## src/rtl/if_stage_pkg.sv

```systemverilog
// if_stage_pkg: constants shared by the fetch stage and its IF/ID register.
//   - CP0 ExcCode values for the exceptions the pipeline can raise.
//   - Default reset PC, exception entry address and legal fetch window.
// Optional feature: IF_RANGE_CHECK_EN (see if_stage.sv) uses IM_LO/IM_HI.
package if_stage_pkg;

    localparam logic [4:0] EXC_NONE    = 5'd0;
    localparam logic [4:0] EXC_ADEL    = 5'd4;
    localparam logic [4:0] EXC_ADES    = 5'd5;
    localparam logic [4:0] EXC_SYSCALL = 5'd8;
    localparam logic [4:0] EXC_RI      = 5'd10;
    localparam logic [4:0] EXC_OV      = 5'd12;

    localparam logic [31:0] PKG_RESET_PC   = 32'h0000_3000;
    localparam logic [31:0] PKG_HANDLER_PC = 32'h0000_4180;
    localparam logic [31:0] PKG_IM_LO      = 32'h0000_3000;
    localparam logic [31:0] PKG_IM_HI      = 32'h0000_6FFC;

    // Word alignment check for a fetch address.
    function automatic logic is_misaligned(input logic [31:0] addr);
        return addr[1:0] != 2'b00;
    endfunction

endpackage

```

## src/rtl/if_stage_if_id_reg.sv

```systemverilog
// if_id_reg: IF/ID pipeline register bank.
// Ports:
//   clk, reset        - clock (rising edge), async active-high reset
//   req               - CP0 exception/interrupt redirect (highest priority)
//   stall             - hold all registers
//   flush             - squash the slot being fetched (Eret)
//   if_pc             - current fetch PC
//   fetch_instr       - checked instruction word (0 on AdEL)
//   fetch_exc         - fetch ExcCode (AdEL or 0)
//   is_jump           - decode instruction is a branch/jump
//   id_pc, id_instr, id_exc_code, id_bd - registered outputs to decode
module if_id_reg
    import if_stage_pkg::*;
#(
    parameter logic [31:0] RESET_PC   = PKG_RESET_PC,
    parameter logic [31:0] HANDLER_PC = PKG_HANDLER_PC
) (
    input  logic        clk,
    input  logic        reset,
    input  logic        req,
    input  logic        stall,
    input  logic        flush,
    input  logic [31:0] if_pc,
    input  logic [31:0] fetch_instr,
    input  logic [4:0]  fetch_exc,
    input  logic        is_jump,
    output logic [31:0] id_pc,
    output logic [31:0] id_instr,
    output logic [4:0]  id_exc_code,
    output logic        id_bd
);

    logic [31:0] pc_d, pc_q;
    logic [31:0] instr_d, instr_q;
    logic [4:0]  exc_d, exc_q;
    logic        bd_d, bd_q;

    always_comb begin
        pc_d    = pc_q;
        instr_d = instr_q;
        exc_d   = exc_q;
        bd_d    = bd_q;
        if (req) begin
            // Bubble tagged with the handler address so CP0 sees a sane PC.
            pc_d    = HANDLER_PC;
            instr_d = '0;
            exc_d   = EXC_NONE;
            bd_d    = 1'b0;
        end else if (stall) begin
            // hold
        end else if (flush) begin
            // Squashed slot still carries its PC.
            pc_d    = if_pc;
            instr_d = '0;
            exc_d   = EXC_NONE;
            bd_d    = 1'b0;
        end else begin
            pc_d    = if_pc;
            instr_d = fetch_instr;
            exc_d   = fetch_exc;
            bd_d    = is_jump;
        end
    end

    always_ff @(posedge clk or posedge reset) begin
        if (reset) begin
            pc_q    <= RESET_PC;
            instr_q <= '0;
            exc_q   <= EXC_NONE;
            bd_q    <= 1'b0;
        end else begin
            pc_q    <= pc_d;
            instr_q <= instr_d;
            exc_q   <= exc_d;
            bd_q    <= bd_d;
        end
    end

    assign id_pc       = pc_q;
    assign id_instr    = instr_q;
    assign id_exc_code = exc_q;
    assign id_bd       = bd_q;

endmodule

```

## src/rtl/if_stage.sv

```systemverilog
// if_stage: MIPS fetch stage with fetch-PC register, AdEL detection and the
// IF/ID register (if_id_reg).
// Ports:
//   clk, reset      - clock (rising edge), async active-high reset
//   stall           - hazard stall, freezes PC and IF/ID
//   req             - CP0 request, redirects fetch to HANDLER_PC
//   IF_ID_FLUSH     - Eret squash of the instruction being fetched
//   ID_NPC          - next PC from decode (sampled unmodified)
//   ID_is_jump      - decode instruction is a branch/jump
//   i_inst_rdata    - instruction memory read data (combinational)
//   i_inst_addr     - instruction memory address (= IF_PC)
//   IF_PC           - current fetch PC
//   ID_PC, ID_instr, ID_ExcCode, ID_BD - IF/ID outputs to decode
// Macro IF_RANGE_CHECK_EN: when defined, AdEL also fires for addresses
// outside [IM_LO, IM_HI]; otherwise only misalignment raises AdEL.
module if_stage
    import if_stage_pkg::*;
#(
    parameter logic [31:0] RESET_PC   = PKG_RESET_PC,
    parameter logic [31:0] HANDLER_PC = PKG_HANDLER_PC
`ifdef IF_RANGE_CHECK_EN
    ,
    parameter logic [31:0] IM_LO      = PKG_IM_LO,
    parameter logic [31:0] IM_HI      = PKG_IM_HI
`endif
) (
    input  logic        clk,
    input  logic        reset,
    input  logic        stall,
    input  logic        req,
    input  logic        IF_ID_FLUSH,
    input  logic [31:0] ID_NPC,
    input  logic        ID_is_jump,
    input  logic [31:0] i_inst_rdata,
    output logic [31:0] i_inst_addr,
    output logic [31:0] IF_PC,
    output logic [31:0] ID_PC,
    output logic [31:0] ID_instr,
    output logic [4:0]  ID_ExcCode,
    output logic        ID_BD
);

    logic [31:0] pc_d, pc_q;
    logic        adel;
    logic [31:0] fetch_instr;
    logic [4:0]  fetch_exc;

    // Flush and normal flow both load ID_NPC (EPC on Eret).
    always_comb begin
        pc_d = pc_q;
        if (req) begin
            pc_d = HANDLER_PC;
        end else if (!stall) begin
            pc_d = ID_NPC;
        end
    end

    always_ff @(posedge clk or posedge reset) begin
        if (reset) begin
            pc_q <= RESET_PC;
        end else begin
            pc_q <= pc_d;
        end
    end

    always_comb begin
`ifdef IF_RANGE_CHECK_EN
        adel = is_misaligned(pc_q) || (pc_q < IM_LO) || (pc_q > IM_HI);
`else
        adel = is_misaligned(pc_q);
`endif
        fetch_instr = adel ? '0 : i_inst_rdata;
        fetch_exc   = adel ? EXC_ADEL : EXC_NONE;
    end

    if_id_reg #(
        .RESET_PC   (RESET_PC),
        .HANDLER_PC (HANDLER_PC)
    ) u_if_id_reg (
        .clk         (clk),
        .reset       (reset),
        .req         (req),
        .stall       (stall),
        .flush       (IF_ID_FLUSH),
        .if_pc       (pc_q),
        .fetch_instr (fetch_instr),
        .fetch_exc   (fetch_exc),
        .is_jump     (ID_is_jump),
        .id_pc       (ID_PC),
        .id_instr    (ID_instr),
        .id_exc_code (ID_ExcCode),
        .id_bd       (ID_BD)
    );

    assign IF_PC       = pc_q;
    assign i_inst_addr = pc_q;

endmodule

```

## config.mk

```make
export PLATFORM = sky130hd
export DESIGN_NAME = if_stage
export DESIGN_NICKNAME = d
export VERILOG_FILES = /design/src/rtl/if_stage_pkg.sv /design/src/rtl/if_stage_if_id_reg.sv /design/src/rtl/if_stage.sv
export SDC_FILE = /design/constraint.sdc
export NUM_CORES = 1
export LEC_CHECK = 0
export ABC_AREA = 0
export CORE_MARGIN = 2
export CORE_UTILIZATION = 38
export CTS_BUF_LIST = sky130_fd_sc_hd__clkbuf_8
export DETAILED_ROUTE_END_ITERATION = 10
export PLACE_DENSITY = 0.79
export SYNTH_ARGS = -nofsm -noshare
export SYNTH_HDL_FRONTEND = slang
export SYNTH_SLANG_ARGS = --single-unit
```

## constraint.sdc

```tcl
create_clock -name clk -period 3.2 [get_ports clk]
set_clock_uncertainty 0.2 [all_clocks]
set_input_delay 0.32 -clock clk [delete_from_list [all_inputs] [get_ports clk]]
set_output_delay 0.32 -clock clk [all_outputs]
set_load 0.02 [all_outputs]
```

# Word level (Yosys, flattened, before mapping)
# Cells that the tools add are included.
[op_classes]
muxes = 15
magnitude_cmp = 0
n_reduce_logical = 1
bitwise = 0
shifts = 0
addsub = 0
eq_ne = 1
div_mod_pow = 0
multipliers = 0
[ops]
columns = ["cell", "count"]
rows = [
  ["32-bit 2-to-1 mux", 8],
  ["5-bit 2-to-1 mux", 2],
  ["3-bit 2-to-1 mux", 2],
  ["1-bit 2-to-1 mux", 3],
  ["2-bit by 1-bit inequality test with 1-bit output, second input constant", 1],
  ["2-bit nonzero test", 1],
]
[totals]
rom_bits = 0
out_inout_bits = 134
reg_bits = 102
inputBits = 70
latchBits = 0
mem_bits_rw = 0
memories = 0
elab_cells = 22

# Longest topological paths before layout
[depth]
ltp_word = 5
ltp_mapped = 5
depth_no_buf = 3

# Modules after synthesis
# A second synthesis with hierarchy kept.
[hier_totals]
hier_cells = 399
area_unflattened_um2 = 4635.7
[by_module_without_submodules]
columns = ["module", "area_per_inst_um2", "n_inst", "seq_area_each_um2", "cells_each"]
rows = [
  ["if_id_reg", 2831.5, 1, 1754.2, 225],
  ["if_stage", 1804.2, 1, 803.3, 174],
]

# Least setup slack after synthesis
# OpenSTA, ideal clock, no wires.
[synth_timing]
kind = "register to register"
start = "register pc_q[0], in the netlist IF_PC[0]"
end = "register u_if_id_reg.instr_q[20], in the netlist u_if_id_reg.id_instr[20]"
slack_ps = 1603
arrival_ps = 1333
setup_time_ps = 64
n_path_buf = 1
path_stages_with_launch = 5
period_less_slack_ps = 1597
path_cell_list = "dfrtp_1 -> or2_4 -> nor4_4 -> buf_6 -> a22o_2"
[synth_between]
elab_chain_cells = 5
[synth_rtl]
columns = ["element", "line_no", "source"]
rows = [
  ["start, declared", "if_stage.sv:43", "logic [31:0] pc_d, pc_q;"],
  ["start signal, assigned", "if_stage.sv:62", "pc_q <= pc_d;"],
  ["2-bit nonzero test", "if_stage_pkg.sv:21", "return addr[1:0] != 2'b00;"],
  ["32-bit 2-to-1 mux", "if_stage.sv:72", "fetch_instr = adel ? '0 : i_inst_rdata;"],
  ["32-bit 2-to-1 mux", "if_stage_if_id_reg.sv:51", "end else if (flush) begin"],
  ["32-bit 2-to-1 mux", "if_stage_if_id_reg.sv:49", "end else if (stall) begin"],
  ["32-bit 2-to-1 mux", "if_stage_if_id_reg.sv:43", "if (req) begin"],
  ["end signal, assigned", "if_stage_if_id_reg.sv:73", "instr_q <= instr_d;"],
  ["end, declared", "if_stage_if_id_reg.sv:34", "logic [31:0] instr_d, instr_q;"],
]
# Every way passes these cells. The select of a mux whose other input is x is not followed.
# A chain may end at the register's enable or synchronous reset.

# Worst setup path in the final report
[layout_timing]
start = "register pc_q[13], in the netlist IF_PC[13]"
end = "output IF_PC[13]"
[layout_lines]
columns = ["element", "line_no", "source"]
rows = [
  ["end, declared", "if_stage.sv:36", "output logic [31:0] IF_PC,"],
]
# No word-level cell between the ends.

==> summary.md <==
| Metric | Value |
|---|---|
| Min Tclk post-route | between 2000 and 2500 ps |
| Metal3 WL | around 700 um |
| Total congestion overflow | 0 |
| Seq/Total Area, Yosys | 0.591 |
| CTS tree | done |
| Setup TNS | 0 ps |
| Simple-Gate Fraction of Synth Area | 0.0728 |
| Leakage power | about 2.8 nW |
| Most common cell after layout, fill and taps aside | clkdlybuf4s50_1 |
| Core box area | 10700 sq um |
| Worst path arrival time | 1540 ps |
| Syn_area_per_cell | between 10 and 15 sq um |
| Postcts setup bufs | 0 |
| Post-synthesis mux area share | 0.140 |
| Largest family of logic cells by synthesized area | multiplexers |
| Vias | about 3000 |
| Insertion delay to the later sink of the worst-skew pair | about 360 ps |
| # IOs | roughly 200 |
| Drt drc | 0 |
| Die Area | 11800 sq um |
| Max-cap viol count | 0 |
| R2R Path End | u_if_id_reg.id_instr[9]$_DFFE_PP0P_ |
| Cell Pwr Density | 461 nW/um^2 |
| Die height | 109 um |
| Top sig layer | met4 |
| Layout cells sized above 1 | 0.124 |
| Dpl cell area | 5980 sq um |
| DRT antenna net count | 0 |
| Drt wl/cell | 15.8 um |
| RR Startpoint | IF_PC[0]$_DFFE_PP0P_ |
| Crit-path cells | clkdlybuf4s50_1 |
| Reg2Reg Setup Slack | between 1500 and 2000 ps |
| Clk slew on worst S/H paths | 90 ps |
| XOR/XNOR Fraction of Synth Area | 0 |
| HPWL after DPL | about 7 mm |
| CTS H-tree depth | 3 |
| R2R depth | 4 |
| Critical Path Start Type | flop |
| Gate Count Post-Synth | 326 |
| DR pass1 iterations | 4 |
| Commonest non-fill, non-tap cells in the layout | clkdlybuf4s50_1 (197), dfrtp_1 (94), nor2_1 (61) |
| Fmax | 486 MHz |
| Vias per cell | 4.72 |
| Sinks on Clock Net | 98 |
| Peak VDD IR | 0.223 mV |
| # diodes | 0 |
| Period utilisation layout | 0.644 |
| Worst setup EP type | primary output |
| CTS Hold Bufs | 0 |
| Total power | between 2 and 3 mW |
| Crit path max fanout | 4 |
| Relative slew slack | 0.587 |
| Post-Synth Adder-Cell Area | 0 |
| CTS buffer count | 9 |
| Data required, critical path | 2680 ps |
| CP max-delay cell | clkdlybuf4s50_1 |
| Finished Layout Cells | 632 |
| P&R area growth vs syn | 50.2% |
| First-pass GRT wire length | about 15 mm |
| Row Count | 38 |
| Unrepaired setup endpoints after global routing | false |
| Final setup fails | 0 |
| CTS Buffer Depth | 2 |
| Final Hold Fails | 0 |
| Gp weighted congestion | 0.722 |
| Fin Hold WS | 32.6 ps |
| Placed Cells | 616 |
| HP Class | input pin to asynchronous set/reset pin |
| Compound-Gate Fraction of Synth Area | 0.0927 |
| Max Slew Vio Count | 0 |
| Synth warn | 0 |
| Worst slew pin tran | 620 ps |
| Status | finished clean |
| WP buf/inv | 1 |
| Post-route cell area | ~6200 sq um |
| Die width | approximately 110 um |
| Port buffer count | approximately 200 |
| Delay of the slowest critical-path stage | a little over 600 ps |
| Final WL | 10.0 mm |
| Vias in the first global route | 2967 |
| Largest net degree at the start of global routing | around 50 |
| Synth Cell Area | 4160 sq um |
| Kind of critical path | flop to primary output |
| Starting Density | 0.387 |
| CP delay by family, top | buffers and inverters |
| Post-CTS Resized | 0 |
| Nets | 557 |
| Initial DRC count | around 110 |
| Met2 routed WL | 4.83 mm |
| Flops & latches, synth | 98 |
| Initial antenna violation count | 0 |
| GRT Util Overall | 0.171 |
| Synth cell types | 18 |
| CTS Root Cell | clkbuf_8 |
| DRT met1 WL | 4.30 mm |
-- sequential cells by signal, indices dropped and copies added (netlist names) --
| signal | cells |
|---|---|
| IF_PC | 32 |
| u_if_id_reg.id_bd | 1 |
| u_if_id_reg.id_exc_code | 1 |
| u_if_id_reg.id_instr | 32 |
| u_if_id_reg.id_pc | 32 |
-- logic make-up after synthesis --
kind of cell,count (synthesis)
other,1
DFF,98
and+or+nand+nor,70
buffers and inverters,59
muxes,58
AOI/OAI and AO/OA,40
-- synth_stat cells (all sizes together) --
cell / instances / area, sq um
a211o: 6 / 52.6
a22o: 32 / 318
a22oi: 2 / 15.0
buf: 55 / 414
clkbuf: 3 / 11.3
conb: 1 / 3.75
dfrtp: 94 / 2350
dfstp: 4 / 105
inv: 1 / 3.75
mux2i: 58 / 581
nor2: 61 / 229
nor2b: 7 / 43.8
nor4: 1 / 21.3
or2: 1 / 8.76
-- how the worst max path moves through the flow --
stage	from	cells past startpoint	slack, ps	to
global route	IF_PC[13]$_DFFE_PP1P_	1	1080	IF_PC[13]
global placement	IF_ID_FLUSH	4	1360	u_if_id_reg.id_instr[3]$_DFFE_PP0P_
floorplan	reset	1	120	IF_PC[0]$_DFFE_PP0P_
CTS	IF_PC[13]$_DFFE_PP1P_	1	1110	IF_PC[13]
detailed placement	IF_ID_FLUSH	4	1340	u_if_id_reg.id_instr[17]$_DFFE_PP0P_
finish	IF_PC[13]$_DFFE_PP1P_	1	1140	IF_PC[13]
-- through the flow --
stage / setup slack [ps] / util
6_report: 1140 / 0.581
2_1_floorplan: 125 / -
3_5_place_dp: 1340 / 0.556
4_1_cts: 1110 / 0.581
3_3_place_gp: 1360 / 0.556
5_1_grt: 1080 / 0.581
-- area by class of cell --
cell class,instances,area (sq um)
clock buffer,10,138
inverter,1,6.26
tap,140,175
multi-input combinational,172,1290
timing repair buffer,205,2050
sequential,98,2460
clock inverter,6,129
fill,926,4500
-- routing by layer --
layer | track usage | up-vias
met5 | 0 | -
met3 | 0.0400 | 13
met4 | 0.0650 | 0
met1 | 0.224 | 1451
li1 | - | 1387
met2 | 0.276 | 135
-- report_power, final --
group | leakage (nW) | total [mW] | switching [mW] | internal (mW)
logic | 1.40 | 0.510 | 0.245 | 0.265
clock network | 0.138 | 1.03 | 0.416 | 0.616
registers | 1.30 | 1.34 | 0.0435 | 1.29
No activity file was read; power rests on OpenSTA's default activity.
